## src/rtl/gray_sync_decoder.sv

```systemverilog
// Synchronizes an asynchronous Gray-coded count into the clk domain, decodes it
// to binary, and classifies each new sample as a legal single-bit step or an error.
module gray_sync_decoder #(
  parameter int unsigned N = 4
) (
  input  logic         clk,
  input  logic         rst,
  input  logic         clk_en,
  input  logic [N:0]   gray_in,
  output logic [N:0]   bin_out,
  output logic         step_valid,
  output logic         step_up,
  output logic         err,
  output logic [7:0]   err_cnt,
  output logic         locked
);

  localparam int unsigned W       = N + 1;
  localparam int unsigned CNT_W   = 8;
  localparam logic [7:0]  CNT_MAX = 8'hFF;

  typedef enum logic [1:0] {FILL, PRIME, RUN} state_e;

  state_e         state_q;
  logic           fill_cnt_q;
  logic [W-1:0]   sync1_q;
  logic [W-1:0]   sync2_q;
  logic [W-1:0]   prev_q;
  logic [W-1:0]   bin_q;
  logic           step_valid_q;
  logic           step_up_q;
  logic           err_q;
  logic [CNT_W-1:0] err_cnt_q;
  logic           locked_q;

  logic [W-1:0]   bin_d;
  logic [W-1:0]   prev_bin_c;
  logic [W-1:0]   diff_c;
  logic           one_bit_c;
  logic           multi_bit_c;

  function automatic logic [W-1:0] g2b(input logic [W-1:0] g);
    logic [W-1:0] b;
    b = '0;
    b[W-1] = g[W-1];
    for (int i = int'(W) - 2; i >= 0; i--) begin
      b[i] = b[i+1] ^ g[i];
    end
    return b;
  endfunction

  // A legal Gray step flips exactly one bit: nonzero and a power of two.
  always_comb begin
    bin_d       = g2b(sync2_q);
    prev_bin_c  = g2b(prev_q);
    diff_c      = sync2_q ^ prev_q;
    one_bit_c   = (diff_c != '0) && ((diff_c & (diff_c - W'(1))) == '0);
    multi_bit_c = (diff_c != '0) && !one_bit_c;
  end

  always_ff @(posedge clk) begin
    if (rst) begin
      state_q      <= FILL;
      fill_cnt_q   <= 1'b0;
      sync1_q      <= '0;
      sync2_q      <= '0;
      prev_q       <= '0;
      bin_q        <= '0;
      step_valid_q <= 1'b0;
      step_up_q    <= 1'b0;
      err_q        <= 1'b0;
      err_cnt_q    <= '0;
      locked_q     <= 1'b0;
    end else begin
      // Pulses last exactly one cycle and never fire on disabled edges.
      step_valid_q <= 1'b0;
      err_q        <= 1'b0;
      if (clk_en) begin
        sync1_q <= gray_in;
        sync2_q <= sync1_q;
        case (state_q)
          FILL: begin
            if (fill_cnt_q) begin
              state_q    <= PRIME;
              fill_cnt_q <= 1'b0;
            end else begin
              fill_cnt_q <= 1'b1;
            end
          end
          PRIME: begin
            prev_q   <= sync2_q;
            bin_q    <= bin_d;
            state_q  <= RUN;
            locked_q <= 1'b1;
          end
          RUN: begin
            // Errors still resynchronize bin_out and prev to the new sample.
            prev_q <= sync2_q;
            bin_q  <= bin_d;
            if (one_bit_c) begin
              step_valid_q <= 1'b1;
              step_up_q    <= (bin_d == prev_bin_c + W'(1));
            end else if (multi_bit_c) begin
              err_q <= 1'b1;
              if (err_cnt_q != CNT_MAX) begin
                err_cnt_q <= err_cnt_q + CNT_W'(1);
              end
            end
          end
          default: state_q <= FILL;
        endcase
      end
    end
  end

  assign bin_out    = bin_q;
  assign step_valid = step_valid_q;
  assign step_up    = step_up_q;
  assign err        = err_q;
  assign err_cnt    = err_cnt_q;
  assign locked     = locked_q;

endmodule

```

## config.mk

```make
export PLATFORM = sky130hd
export DESIGN_NAME = gray_sync_decoder
export DESIGN_NICKNAME = d
export VERILOG_FILES = /design/src/rtl/gray_sync_decoder.sv
export SDC_FILE = /design/constraint.sdc
export NUM_CORES = 1
export LEC_CHECK = 0
export CORE_ASPECT_RATIO = 0.5
export CORE_UTILIZATION = 45
export CTS_BUF_LIST = sky130_fd_sc_hd__clkbuf_2 sky130_fd_sc_hd__clkbuf_4 sky130_fd_sc_hd__clkbuf_8
export CTS_CLUSTER_SIZE = 16
export DETAILED_ROUTE_END_ITERATION = 7
export GPL_TIMING_DRIVEN = 0
export PLACE_DENSITY = 0.68
export SYNTH_ARGS = -nofsm -noshare
export SYNTH_HDL_FRONTEND = slang
export SYNTH_SLANG_ARGS = --single-unit
```

## constraint.sdc

```tcl
create_clock -name clk -period 3 [get_ports clk]
set_input_delay 0.3 -clock clk [delete_from_list [all_inputs] [get_ports clk]]
set_output_delay 0.3 -clock clk [all_outputs]
set_load 0.02 [all_outputs]
```

After elaboration in Yosys (flattened, before gate mapping) --
Index checks and enable logic that the tools add are counted.
Storage, ports and cells: register bits 35, output and inout bits 17
Cells by class: add/sub/neg operators 3, equal/unequal tests 5, multiplexer cells 5, bitwise operators 13, reduce and logical (&&, ||, !) cells 15
Operators with widths (number):
- $add 8x1->8 const B | 1
- $ne 8x8->1 const B | 1
- $xor 1x1->1 | 8
- $pmux 2 s3 | 1
- $reduce_and 2->1 | 3
- $reduce_and 3->1 | 2
- $add 5x1->5 const B | 1
- $and 5x5->5 | 1
- $eq 5x5->1 | 1
- $logic_not 5->1 | 1
- $reduce_and 5->1 | 1
- $reduce_bool 5->1 | 1
- $sub 5x1->5 const B | 1
- $xor 5x5->5 | 1
- $reduce_or 4->1 | 1
- $mux 1 | 3
- $not 1->1 | 3
- $reduce_or 3->1 | 1
- $eq 2x1->1 const B | 1
- $eq 2x2->1 const B | 1
- $logic_and 1x1->1 | 2
- $logic_not 2->1 | 1
- $mux 2 | 1
- $ne 2x2->1 const B | 1
- 2 further kinds | 2

Logic depth before layout (Yosys ltp) --
depth after elaboration 8, gate-level depth with buffers 11, mapped depth without buffers 11

Worst setup path before layout --
Ideal clock, no wire load.
path kind reg-to-reg, start register prev_q[4], end register step_up_q (netlist: step_up), library setup time 0.067 ns, data arrival time 2.303 ns, data required time 2.933 ns, setup slack 0.630 ns, stages on the path, launching flop included 11, cells stage by stage dfxtp_1 -> xor2_1 -> ha_1 -> inv_1 -> ha_1 -> inv_1 -> ha_1 -> or2b_1 -> mux2_1 -> a2111o_1 -> a21oi_2
Between the ends: cells in the longest elaborated chain, start to end 6, elaborated cells on any way between the ends 13, classes of those cells add/sub (2); eq/ne (1); bitwise (6); reduce/logical (4)
RTL lines:
- start: declaration | RTL line 28 | logic [W-1:0] prev_q;
- start signal: assignment | RTL line 91 | prev_q <= sync2_q;
- start signal: assignment | RTL line 98 | prev_q <= sync2_q;
- $xor 1x1->1 / $xor 5x5->5 (equally long branches) | RTL line 47, 56
- $xor 1x1->1 / $sub 5x1->5 (equally long branches) | RTL line 47, 57
- $xor 1x1->1 / $and 5x5->5 (equally long branches) | RTL line 47, 57
- $xor 1x1->1 / $logic_not 5->1 (equally long branches) | RTL line 47, 57
- $add 5x1->5 / $logic_and 1x1->1 (equally long branches) | RTL line 102, 57
- $eq 5x5->1 / $reduce_and 3->1 (equally long branches)
- end signal: assignment | RTL line 102 | step_up_q <= (bin_d == prev_bin_c + W'(1));
- end: declaration | RTL line 31 | logic step_up_q;
Several ways; a longest one is shown, not always the timed one. A chain may end at the register's enable or synchronous reset.

Worst setup path after layout --
Same ends and word-level chain as after synthesis.

==> results.yml <==
power:
  cellPowerDensity_nw_per_um2: 482
  leakage_nw: 0.830
  ir_drop_uv: 287
sta:
  fin_worst_skew_ns: 0.00504
  period_needed_ns: 2.56
  finalCritPeriodShare: 0.852
  slew_violations: 0
  tightest_slew_ns: 0.669
  whs_ns: 0.394
  grt_setup_unrepaired: "false"
  max_freq_ghz: 0.391
  setup_tns_ns: 0
  hold_violations: 0
  setup_viol: 0
  slew_headroom: 0.554
grt:
  antenna_found_initial: 0
  grt_pass1_vias: 1345
  grt_max_degree: 12
  grt_pass1_wl_um: 6090
  grtUsageTotal: 0.190
  grt-ovfl-total: 0
synthesis:
  ys.warnings.count: 0
  syn_nets: 213
  syn_area_um2: 1810
  synth_cell_type_count: 44
  syn-mean-instance-area_um2: 9.22
  syn_inst: 196
  synth_edf_count: 0
  synthArstFlopShare: 0
  ys.flop_type: "dfxtp_1"
  synth_area_leaders: "dfxtp_1, mux2i_1, ha_1, nor2_1, a21oi_1"
  synth_top_area_cell: "dfxtp_1"
  synth_top_cell_area_share: 0.377
  yosys_register_bits: 34
  yosys-top-cells-count: "dfxtp_1, nor2_1, nand2_1, a21oi_1, mux2i_1"
  seq_area_frac_synth: 0.377
  yosysMostFrequentCell: "dfxtp_1"
final_layout:
  instances_no_fill: 277
  area_growth_pct: 21.7
  final_nets: 242
  insertedDiodeCount: 0
  drive_above_1_share: 0.0973
drt:
  first_pass_iters: 4
  drc: 0
  drt_iter0_drc: 49
  vias: 1406
  viasPerCell: 5.08
  ant_nets: 0
  wire_per_inst_um: 13.2
  drt_wl_total_um: 3670
job:
  cap_viol_max_count: 0
placement:
  dp_hpwl_um: 2630
  gp_congestion: 0.838
  port_buffers: 22
  dp_cells: 269
clocking:
  htree_num_levels: 2
  holdBufCountCts: 0
  post_cts_resized: 0
  clkLatencyLatePin_ns: 0.30
  cts_setup_buffers: 0
  clock_sinks: 34
  cts_max_path_buffers: 2
  cts.reportedPaths.clkPinSlew_ns: 0.07
  cts_root_buf: "clkbuf_8"
  cts_tree: "yes"
  cts_buffers: 5
worst_setup_path:
  required_ns: 3.23
  crit_top_cell: "ha_1"
  worstPathMaxFanout: 5
  path_class: "register to register"
  setup.worst_path.end_class: "register"
  critPathLaunchType: "register"
  max_stage_delay_ns: 0.45
  slowest_stage: "dfxtp_1"
  cp.arrival_ns: 2.79
  path_cells: "xor2_1, ha_1, inv_1, ha_1, inv_1, ha_1, xnor2_1, xnor3_1, nand2_1, a2111o_1, a21oi_2"
die:
  die_area_um2: 4290
  die_y_um: 46.8
  die_w_um: 91.6
  core_um2: 3620
  start_util: 0.499
  rows: 15
  io_pins: 25
run_status:
  status: "completed"
hold_path:
  hold_class: "primary input to register"
## registers in the layout, summed over array words and instances (netlist names)
signal / flops
bin_out: 4
err: 1
err_cnt: 8
fill_cnt_q: 1
locked: 1
prev_q: 5
state_q: 2
step_up: 1
step_valid: 1
sync1_q: 5
sync2_q: 5
## where the power goes
part | leakage, nW | total, mW | switching, mW | internal, mW
Clock | 0.0579 | 0.425 | 0.180 | 0.245
Sequential | 0.276 | 0.481 | 0.0119 | 0.470
Combinational | 0.496 | 0.155 | 0.0812 | 0.0738
## kinds of logic (layout without fill, tap and decap cells)
kind of cell,Yosys count,count (layout),share of synthesized area
AO/OA/AOI/OAI,31,31,0.112
flip-flops,34,34,0.377
adder cells (fa/ha/maj),9,9,0.0623
buffers and inverters,23,53,0.0582
multiplexers,14,14,0.0789
XOR/XNOR,20,20,0.143
AND/OR/NAND/NOR,65,65,0.169
## layout make-up
class | instances | area (µm²)
inverter | 9 | 33.8
multi-input combinational | 139 | 1020
buffer | 14 | 71.3
fill | 330 | 1420
sequential | 34 | 681
clock buffer | 5 | 68.8
timing repair buffer | 22 | 220
clock inverter | 3 | 40.0
tap | 51 | 63.8
## metal layers
layer,vias to the layer above,share of wire,global-route usage
met5,-,0,0
met2,21,0.44,0.319
met3,5,0.040,0.0680
met1,657,0.51,0.242
li1,723,-,-
met4,0,0.0074,0.0476
## stage by stage
step                      setup slack, ns  cell area, µm²  power (mW)   util
after floorplan                     0.630            1810       0.603      -
after global placement              0.524            2090       0.640  0.577
after detailed placement            0.476            2090       0.647  0.577
after CTS                           0.429            2200        1.07  0.607
after global routing                0.271            2200        1.10  0.607
final                               0.443            2200        1.06  0.607
## path summary, 6_finish.rpt
path                end  slack, ns  depth (start not counted)       start
max             step_up       0.44                         11   prev_q[4]
min          bin_out[1]       0.39                          2         rst
max reg2reg     step_up       0.44                         11   prev_q[4]
min reg2reg  bin_out[0]       0.46                          2  bin_out[0]
## worst max-delay path: cells and delay by family (launching register included)
kind | cells | cell delay [ns]
adders and majority gates | 3 | 0.90
and+or+nand+nor | 1 | 0.06
DFF | 1 | 0.45
buffers and inverters | 2 | 0.10
xor gates and xnor gates | 3 | 0.56
AOI/OAI and AO/OA | 2 | 0.42
## cell usage in the layout, fill, tap and decap left out, types with 2 or more instances in the layout
master,instances
clkbuf_8,5
buf_4,2
clkbuf_1,7
clkinv_2,2
mux2i_1,12
nor2b_1,3
a21oi_1,16
o31ai_1,3
ha_1,9
xnor2_1,8
nand3_1,7
xnor3_1,2
dfxtp_1,34
xor2_1,5
clkbuf_2,2
xnor2_2,3
or3_1,2
nor2_1,22
and2_1,2
o21ai_0,2
inv_1,9
a211oi_1,2
nand2_1,18
clkdlybuf4s50_1,22
or4_1,3
nor4_1,2
No activity file was read; power rests on OpenSTA's default activity.
